--- src/rtl/axi_burst_master.sv ---
// AXI4 INCR burst master: one outstanding write or read at a time, a one-deep
// registered W stage, a registered read-beat stream and a done pulse that
// carries the response.
module axi_burst_master #(
  parameter int ADDR_W  = 32,
  parameter int DATA_W  = 32,
  parameter int TIMEOUT = 1024
) (
  input  logic              clk,
  input  logic              rst_n,
  // command
  input  logic              cmd_valid,
  output logic              cmd_ready,
  input  logic              cmd_write,
  input  logic [ADDR_W-1:0] cmd_addr,
  input  logic [7:0]        cmd_len,
  // write beat stream
  input  logic [DATA_W-1:0] wr_data,
  input  logic              wr_valid,
  output logic              wr_ready,
  // read beat stream
  output logic [DATA_W-1:0] rd_data,
  output logic              rd_valid,
  output logic              rd_last,
  // status
  output logic              done,
  output logic [1:0]        done_resp,
  output logic              len_err,
  output logic              timeout,
  // AW channel
  output logic [ADDR_W-1:0] AWADDR,
  output logic [7:0]        AWLEN,
  output logic [2:0]        AWSIZE,
  output logic [1:0]        AWBURST,
  output logic              AWVALID,
  input  logic              AWREADY,
  // W channel
  output logic [DATA_W-1:0] WDATA,
  output logic              WLAST,
  output logic              WVALID,
  input  logic              WREADY,
  // B channel
  input  logic [1:0]        BRESP,
  input  logic              BVALID,
  output logic              BREADY,
  // AR channel
  output logic [ADDR_W-1:0] ARADDR,
  output logic [7:0]        ARLEN,
  output logic [2:0]        ARSIZE,
  output logic [1:0]        ARBURST,
  output logic              ARVALID,
  input  logic              ARREADY,
  // R channel
  input  logic [DATA_W-1:0] RDATA,
  input  logic [1:0]        RRESP,
  input  logic              RLAST,
  input  logic              RVALID,
  output logic              RREADY
);

  localparam int SIZE_V = $clog2(DATA_W / 8);
  localparam int WAIT_W = $clog2(TIMEOUT + 1);
  localparam logic [WAIT_W-1:0] TO_VAL = WAIT_W'(TIMEOUT);

  typedef enum logic [2:0] {
    S_IDLE,
    S_AW,
    S_W,
    S_B,
    S_AR,
    S_R
  } state_t;

  state_t            state;
  logic [ADDR_W-1:0] addr_q;
  logic [7:0]        len_q;
  logic [8:0]        beat_cnt;
  logic [WAIT_W-1:0] wait_cnt;
  logic              wload;

  // Address/len are shared by both directions; the slave does the INCR.
  assign AWADDR  = addr_q;
  assign ARADDR  = addr_q;
  assign AWLEN   = len_q;
  assign ARLEN   = len_q;
  assign AWSIZE  = 3'(SIZE_V);
  assign ARSIZE  = 3'(SIZE_V);
  assign AWBURST = 2'b01;
  assign ARBURST = 2'b01;

  // Handshake-side readies decoded from registered state.
  always_comb begin
    cmd_ready = (state == S_IDLE);
    wr_ready  = (state == S_W) && (!WVALID || WREADY) && (beat_cnt <= {1'b0, len_q});
    wload     = wr_valid && wr_ready;
  end

  // Transaction FSM with all channel outputs registered.
  always_ff @(posedge clk or negedge rst_n) begin
    if (!rst_n) begin
      state     <= S_IDLE;
      addr_q    <= '0;
      len_q     <= '0;
      beat_cnt  <= '0;
      wait_cnt  <= '0;
      AWVALID   <= 1'b0;
      WVALID    <= 1'b0;
      WDATA     <= '0;
      WLAST     <= 1'b0;
      BREADY    <= 1'b0;
      ARVALID   <= 1'b0;
      RREADY    <= 1'b0;
      rd_data   <= '0;
      rd_valid  <= 1'b0;
      rd_last   <= 1'b0;
      done      <= 1'b0;
      done_resp <= '0;
      len_err   <= 1'b0;
      timeout   <= 1'b0;
    end else begin
      done     <= 1'b0;
      rd_valid <= 1'b0;
      rd_last  <= 1'b0;

      // Wait counter; every state change below overrides it back to zero.
      if (state != S_IDLE) begin
        if (wait_cnt == TO_VAL) timeout  <= 1'b1;
        else                    wait_cnt <= wait_cnt + WAIT_W'(1);
      end

      case (state)
        S_IDLE: begin
          if (cmd_valid) begin
            addr_q    <= cmd_addr;
            len_q     <= cmd_len;
            beat_cnt  <= '0;
            wait_cnt  <= '0;
            timeout   <= 1'b0;
            len_err   <= 1'b0;
            done_resp <= '0;
            if (cmd_write) begin
              AWVALID <= 1'b1;
              state   <= S_AW;
            end else begin
              ARVALID <= 1'b1;
              state   <= S_AR;
            end
          end
        end

        S_AW: begin
          if (AWREADY) begin
            AWVALID  <= 1'b0;
            wait_cnt <= '0;
            state    <= S_W;
          end
        end

        S_W: begin
          if (wload) begin
            WDATA    <= wr_data;
            WVALID   <= 1'b1;
            WLAST    <= (beat_cnt == {1'b0, len_q});
            beat_cnt <= beat_cnt + 9'd1;
          end else if (WVALID && WREADY) begin
            WVALID <= 1'b0;
          end
          // No load can coincide with the last handshake: issued is len+1 by then.
          if (WVALID && WREADY && WLAST) begin
            WVALID   <= 1'b0;
            WLAST    <= 1'b0;
            BREADY   <= 1'b1;
            wait_cnt <= '0;
            state    <= S_B;
          end
        end

        S_B: begin
          if (BVALID) begin
            done_resp <= BRESP;
            done      <= 1'b1;
            BREADY    <= 1'b0;
            wait_cnt  <= '0;
            state     <= S_IDLE;
          end
        end

        S_AR: begin
          if (ARREADY) begin
            ARVALID  <= 1'b0;
            RREADY   <= 1'b1;
            wait_cnt <= '0;
            state    <= S_R;
          end
        end

        S_R: begin
          if (RVALID) begin
            rd_data  <= RDATA;
            rd_valid <= 1'b1;
            rd_last  <= RLAST;
            if (RRESP > done_resp) done_resp <= RRESP;
            // Saturate so a runaway slave cannot wrap the count back onto len.
            if (beat_cnt != 9'h1FF) beat_cnt <= beat_cnt + 9'd1;
            if (RLAST) begin
              len_err  <= len_err | (beat_cnt != {1'b0, len_q});
              done     <= 1'b1;
              RREADY   <= 1'b0;
              wait_cnt <= '0;
              state    <= S_IDLE;
            end else if (beat_cnt == {1'b0, len_q}) begin
              len_err <= 1'b1;
            end
          end
        end

        default: state <= S_IDLE;
      endcase
    end
  end

endmodule

--- config.mk ---
export PLATFORM = sky130hd
export DESIGN_NAME = axi_burst_master
export DESIGN_NICKNAME = d
export VERILOG_FILES = /design/src/rtl/axi_burst_master.sv
export SDC_FILE = /design/constraint.sdc
export NUM_CORES = 1
export LEC_CHECK = 0
export BUFFER_PORTS_ARGS = -buffer_cell sky130_fd_sc_hd__buf_2
export CAP_MARGIN = 0
export CELL_PAD_IN_SITES_DETAIL_PLACEMENT = 1
export CELL_PAD_IN_SITES_GLOBAL_PLACEMENT = 2
export CORE_AREA = 2 2 156 158
export DETAILED_ROUTE_END_ITERATION = 10
export DIE_AREA = 0 0 158 160
export PLACE_DENSITY_LB_ADDON = 0.2
export SLEW_MARGIN = 20
export SYNTH_ARGS = -nofsm -noshare
export SYNTH_HDL_FRONTEND = slang
export SYNTH_SLANG_ARGS = --single-unit
export TNS_END_PERCENT = 5
--- constraint.sdc ---
create_clock -name clk -period 3.3 [get_ports clk]
set_clock_uncertainty 0.1 [all_clocks]
set_input_delay 0.66 -clock clk [delete_from_list [all_inputs] [get_ports clk]]
set_output_delay 0.66 -clock clk [all_outputs]
set_load 0.02 [all_outputs]
==> reports/metrics.csv, run 1 <==
metric,value,unit
outcome,"complete, no violations",
synth_cells,619,
clock_latency,0.41,ns
vias,5388,
synth_most_common_cell,dfrtp_1,
cts-root-buf,clkbuf_16,
postRouteAntennaNets,0,
dieArea,0.0253,mm2
drt_iter0_drc,168,
drive_above_1_share,0.459,
worstMarginPinSlew,0.827,ns
timing.final.crit_period,3.02,ns
via_per_inst,4.50,
fmax,331,MHz
synth.avg_cell_area,10.9,um2
htree_num_levels,4,
grt_max_degree,67,
drtPass1Iterations,6,
numCtsBuffers,17,
switching_share,0.438,
cp-end-kind,primary output,
p_int,5.04,mW
synth-async-reset-ratio,1.00,
synth_cell_types,59,
syn_to_final_growth,29.3,%
overflow,0,
slew_headroom,0.449,
syn_area,0.00675,mm2
setup_tns,0,ns
die_h,160,um
io_pins,288,
nets,993,
synth-seq-cells,140,
holdBufCountCts,0,
cp.arrival,2.26,ns
grt_usage,0.154,
die_w,158,um
fin_area,0.00873,mm2
drt_wl_total,19800,um
yosysWarnings,0,
netSwitchingPower,3.93,mW
initial_core_util,0.283,
synth_top_area_cell,dfrtp_1,
period_share,0.915,
critPathRequiredTime,2.54,ns
cts_setup_buffers,0,
critical_path_peak_fanout,7,
p_clk_frac,0.206,
combPwrFrac,0.467,
power_density,1030,mW/mm2
p_seq_frac,0.327,
clk_pin_slew,0.07,ns
start_kind,flip-flop,
synth_commonest_cells,"dfrtp_1 (140), nand2_1 (126), buf_4 (50)",
cts_max_path_buffers,2,
synth.area.top_cells,"dfrtp_1 (52%), nand2_1 (7.0%), mux2_4 (6.7%)",
ir_drop,0.319,mV
finalHoldViolations,0,
slew_violations,0,
cts.sinks,140,
seq_area_frac_synth,0.519,
grt_pass1_wl,30500,um
synth_edf_count,0,
antenna_found_initial,2,
synth_flop_cell,dfrtp_1,
cts_tree,done,
post-route-util,0.367,
core_area,0.0238,mm2
worstSetupPathType,reg2out,
port_buffers,277,
dp_hpwl,14800,um
drc,0,
grt_pass1_vias,5583,
cts_resized,0,
p_leak,4.54,nW
gp_congestion,0.792,
place_area,0.00816,mm2
drv_cap,0,
hp-class,in2async,
setup_viol,0,
wl_per_cell,16.5,um
rows,57,
rsz0062_at_grt,false,
synth_top_cell_area_share,0.519,
## metal layers
layer  wire (um)  share of wire  vias up  GRT usage
met5          13        0.00066        -          0
met4         242          0.012        2     0.0438
met3        1590          0.080       17     0.0497
met2        9560           0.48      186      0.257
met1        8350           0.42     2646      0.191
li1            -              -     2537          -
## power by group through the flow
stage	clock, mW	sequential, mW	combinational [mW]
3_3_place_gp	0	2.93	4.19
5_1_grt	2.00	3.04	4.57
4_1_cts	1.92	2.95	4.27
3_5_place_dp	0	2.97	4.26
2_1_floorplan	0	3.69	2.27
6_report	1.85	2.93	4.19
## sequential cells by signal, indices dropped and copies added (netlist names)
name       flops
ARADDR        32
WDATA         32
rd_data       32
wait_cnt      11
beat_cnt       9
ARLEN          8
state          3
done_resp      2
ARVALID        1
AWVALID        1
BREADY         1
RREADY         1
WLAST          1
WVALID         1
done           1
len_err        1
rd_last        1
rd_valid       1
timeout        1
## worst paths after layout
kind / startpoint / to / slack (ns) / depth (start not counted)
worst min-delay path: rst_n / WDATA[23] / 0.14 / 1
min in group clk: RDATA[15] / rd_data[15] / 0.32 / 3
worst max register to register: beat_cnt[4] / WDATA[15] / 0.44 / 7
max in group asynchronous: rst_n / rd_data[19] / 2.22 / 2
worst max-delay path: beat_cnt[4] / wr_ready / 0.28 / 6
worst min register to register: rd_data[26] / rd_data[26] / 0.37 / 2
## kinds of logic (layout without fill, tap and decap cells)
logic type	after synthesis	after routing	share of synthesized area
AND/OR/NAND/NOR	208	208	0.140
flip-flops	140	140	0.519
buffers and inverters	97	343	0.0912
AO/OA/AOI/OAI	79	79	0.0780
multiplexers	70	70	0.133
adder cells (fa/ha/maj)	14	14	0.0259
XOR/XNOR	9	9	0.0117
other	2	11	0.00111
## metrics by stage
stage	hold WS (ns)	worst slack, ns	power (mW)	cells
3_5_place_dp	0.359	0.449	7.23	1165
4_1_cts	0.159	0.228	9.13	1197
6_report	0.143	0.281	8.97	1198
2_1_floorplan	0.264	0.603	5.97	627
3_3_place_gp	0.355	0.475	7.12	1165
5_1_grt	0.182	0.0600	9.61	1198
## critical path: stages (launching register included)
cell and delay, ns:
dfrtp_1 0.45, ha_1 0.35, nand4_2 0.12, or3_1 0.39
o211a_2 0.18, nor3_1 0.14, buf_2 0.22
## area by class of cell
type	instances	area, um2
multi-input cells	390	2670
clock buffers	18	439
clock inverters	14	129
inverters	23	86.3
diodes	1	2.50
well taps	324	405
flip-flops and latches	140	3500
fillers	2818	15100
repair buffers	288	1500
## layout by cell type (no fill, tap or decap), drive strengths merged, types with 3 or more instances in the layout
cell    instances
o21ai          25
nor3            4
a21oi          14
nor2           23
nand2         126
o311ai          4
and3            4
and2            3
mux2           67
mux2i           3
clkbuf         18
a31oi           5
ha             14
dfrtp         140
nor2b           6
or3             3
o211ai          7
nor3b           7
conb           10
xor2            8
clkinv          7
nand2b          5
buf           288
nand3          10
inv            28
nand4           8
Power figures use the tool's default switching activity.
==> inputs of run 2 (changes only) <==
Settings changed: MAX_ROUTING_LAYER set to met4.
==> run 2 against run 1 <==
Core utilization barely moved; global-route usage rose by 0.46 points; clock-buffer cell count did not move; die area did not move; highest routed layer is now met4; critical endpoint unchanged; sequential power barely moved; non-clock buffer count did not move; register-to-register slack barely moved.
==> reports/metrics.csv, run 2 (synthesis results as in run 1) <==
metric,value,unit
die_w,158,um
period_share,0.915,
dp_cells,1165,
cts-root-buf,clkbuf_16,
drtPass1Iterations,6,
rsz0062_at_grt,false,
place_area,0.00816,mm2
start_kind,flip-flop,
mostFrequentLayoutCell,buf_2,
cp-end-kind,primary output,
grt_max_degree,67,
gp_congestion,0.804,
ir_drop,0.319,mV
holdBufCountCts,0,
overflow,0,
numCtsBuffers,17,
p_leak,4.54,nW
grt_usage,0.159,
worstSetupPathType,reg2out,
grt_pass1_wl,30500,um
drv_cap,0,
cts_tree,done,
final_cell_mix,"buf_2 (276), dfrtp_1 (140), nand2_1 (126)",
antenna_found_initial,2,
hp-class,in2async,
seq_area,0.00350,mm2
cts_max_path_buffers,2,
fmax,331,MHz
initial_core_util,0.283,
drt_iter0_drc,169,
layout.cells.non_filler,1199,
rows,57,
clk_pin_slew,0.07,ns
clock_latency,0.41,ns
syn_to_final_growth,29.3,%
setup_tns,0,ns
cts_resized,0,
dieArea,0.0253,mm2
nets,993,
nFillCells,2819,
die_h,160,um
slew_headroom,0.455,
p_seq_frac,0.327,
combPwrFrac,0.467,
via_per_inst,4.48,
grt_pass1_vias,5584,
postRouteAntennaNets,0,
cp.arrival,2.26,ns
setup_slack,0.280,ns
multi_input_area,0.00267,mm2
timing.final.crit_period,3.02,ns
dp_hpwl,14800,um
power_density,1030,mW/mm2
drive_above_1_share,0.459,
wl_per_cell,16.4,um
io_pins,288,
cts.sinks,140,
core_area,0.0238,mm2
finalHoldViolations,0,
dp_slack,0.449,ns
cts_setup_buffers,0,
setup_viol,0,
critical_path_peak_fanout,7,
switching_share,0.438,
worstMarginPinSlew,0.818,ns
htree_num_levels,4,
critPathRequiredTime,2.54,ns
p_int,5.04,mW
port_buffers,277,
slew_violations,0,
drc,0,
netSwitchingPower,3.93,mW
drt_wl_total,19700,um
p_clk_frac,0.206,
vias,5369,
rr_worst_depth,7,
fin_area,0.00873,mm2
outcome,"complete, no violations",
## run 2: cell types whose count changed in the layout (fill, tap and decap cells not counted), sizes merged
cell,delta
diode,+1
## run 2: worst max-delay path, stage by stage, from the launching register on
cell and delay (ns):
dfrtp_1 0.45, ha_1 0.35, nand4_2 0.12, or3_1 0.39, o211a_2 0.18, nor3_1 0.14
buf_2 0.22
## run 2: power by group through the flow
stage | clock network, mW | logic (mW) | registers, mW
floorplan | 0 | 2.27 | 3.69
global placement | 0 | 4.19 | 2.93
detailed placement | 0 | 4.26 | 2.97
CTS | 1.92 | 4.27 | 2.95
global route | 2.00 | 4.57 | 3.04
finish | 1.85 | 4.19 | 2.93
## run 2: metal layers
metal  share of wire  vias to the layer above  GRT usage
met5               0                        -          -
met1            0.43                     2624      0.193
met2            0.48                      189      0.257
li1                -                     2538          -
met4           0.013                        0     0.0463
met3           0.078                       18     0.0450
## run 2: final timing paths
check,startpoint,end,slack (ns)
max in group asynchronous,rst_n,rd_data[10],2.23
setup reg to reg,beat_cnt[4],WDATA[15],0.44
hold / removal,rst_n,WDATA[23],0.14
hold reg to reg,rd_data[26],rd_data[26],0.37
min in group clk,RDATA[15],rd_data[15],0.32
setup / recovery,beat_cnt[4],wr_ready,0.28
## run 2: metrics by stage
step	power, mW	hold WS, ns	utilization
final	8.97	0.144	0.367
after global routing	9.61	0.180	0.367
after CTS	9.13	0.159	0.366
after detailed placement	7.23	0.359	0.343
after global placement	7.12	0.355	0.343
after floorplan	5.97	0.264	-
## run 2: layout make-up
type	instances	area share
diodes	2	0.000573
clock buffers	18	0.0503
clock inverters	14	0.0148
inverters	23	0.00988
multi-input cells	390	0.305
flip-flops and latches	140	0.401
well taps	324	0.0464
repair buffers	288	0.172
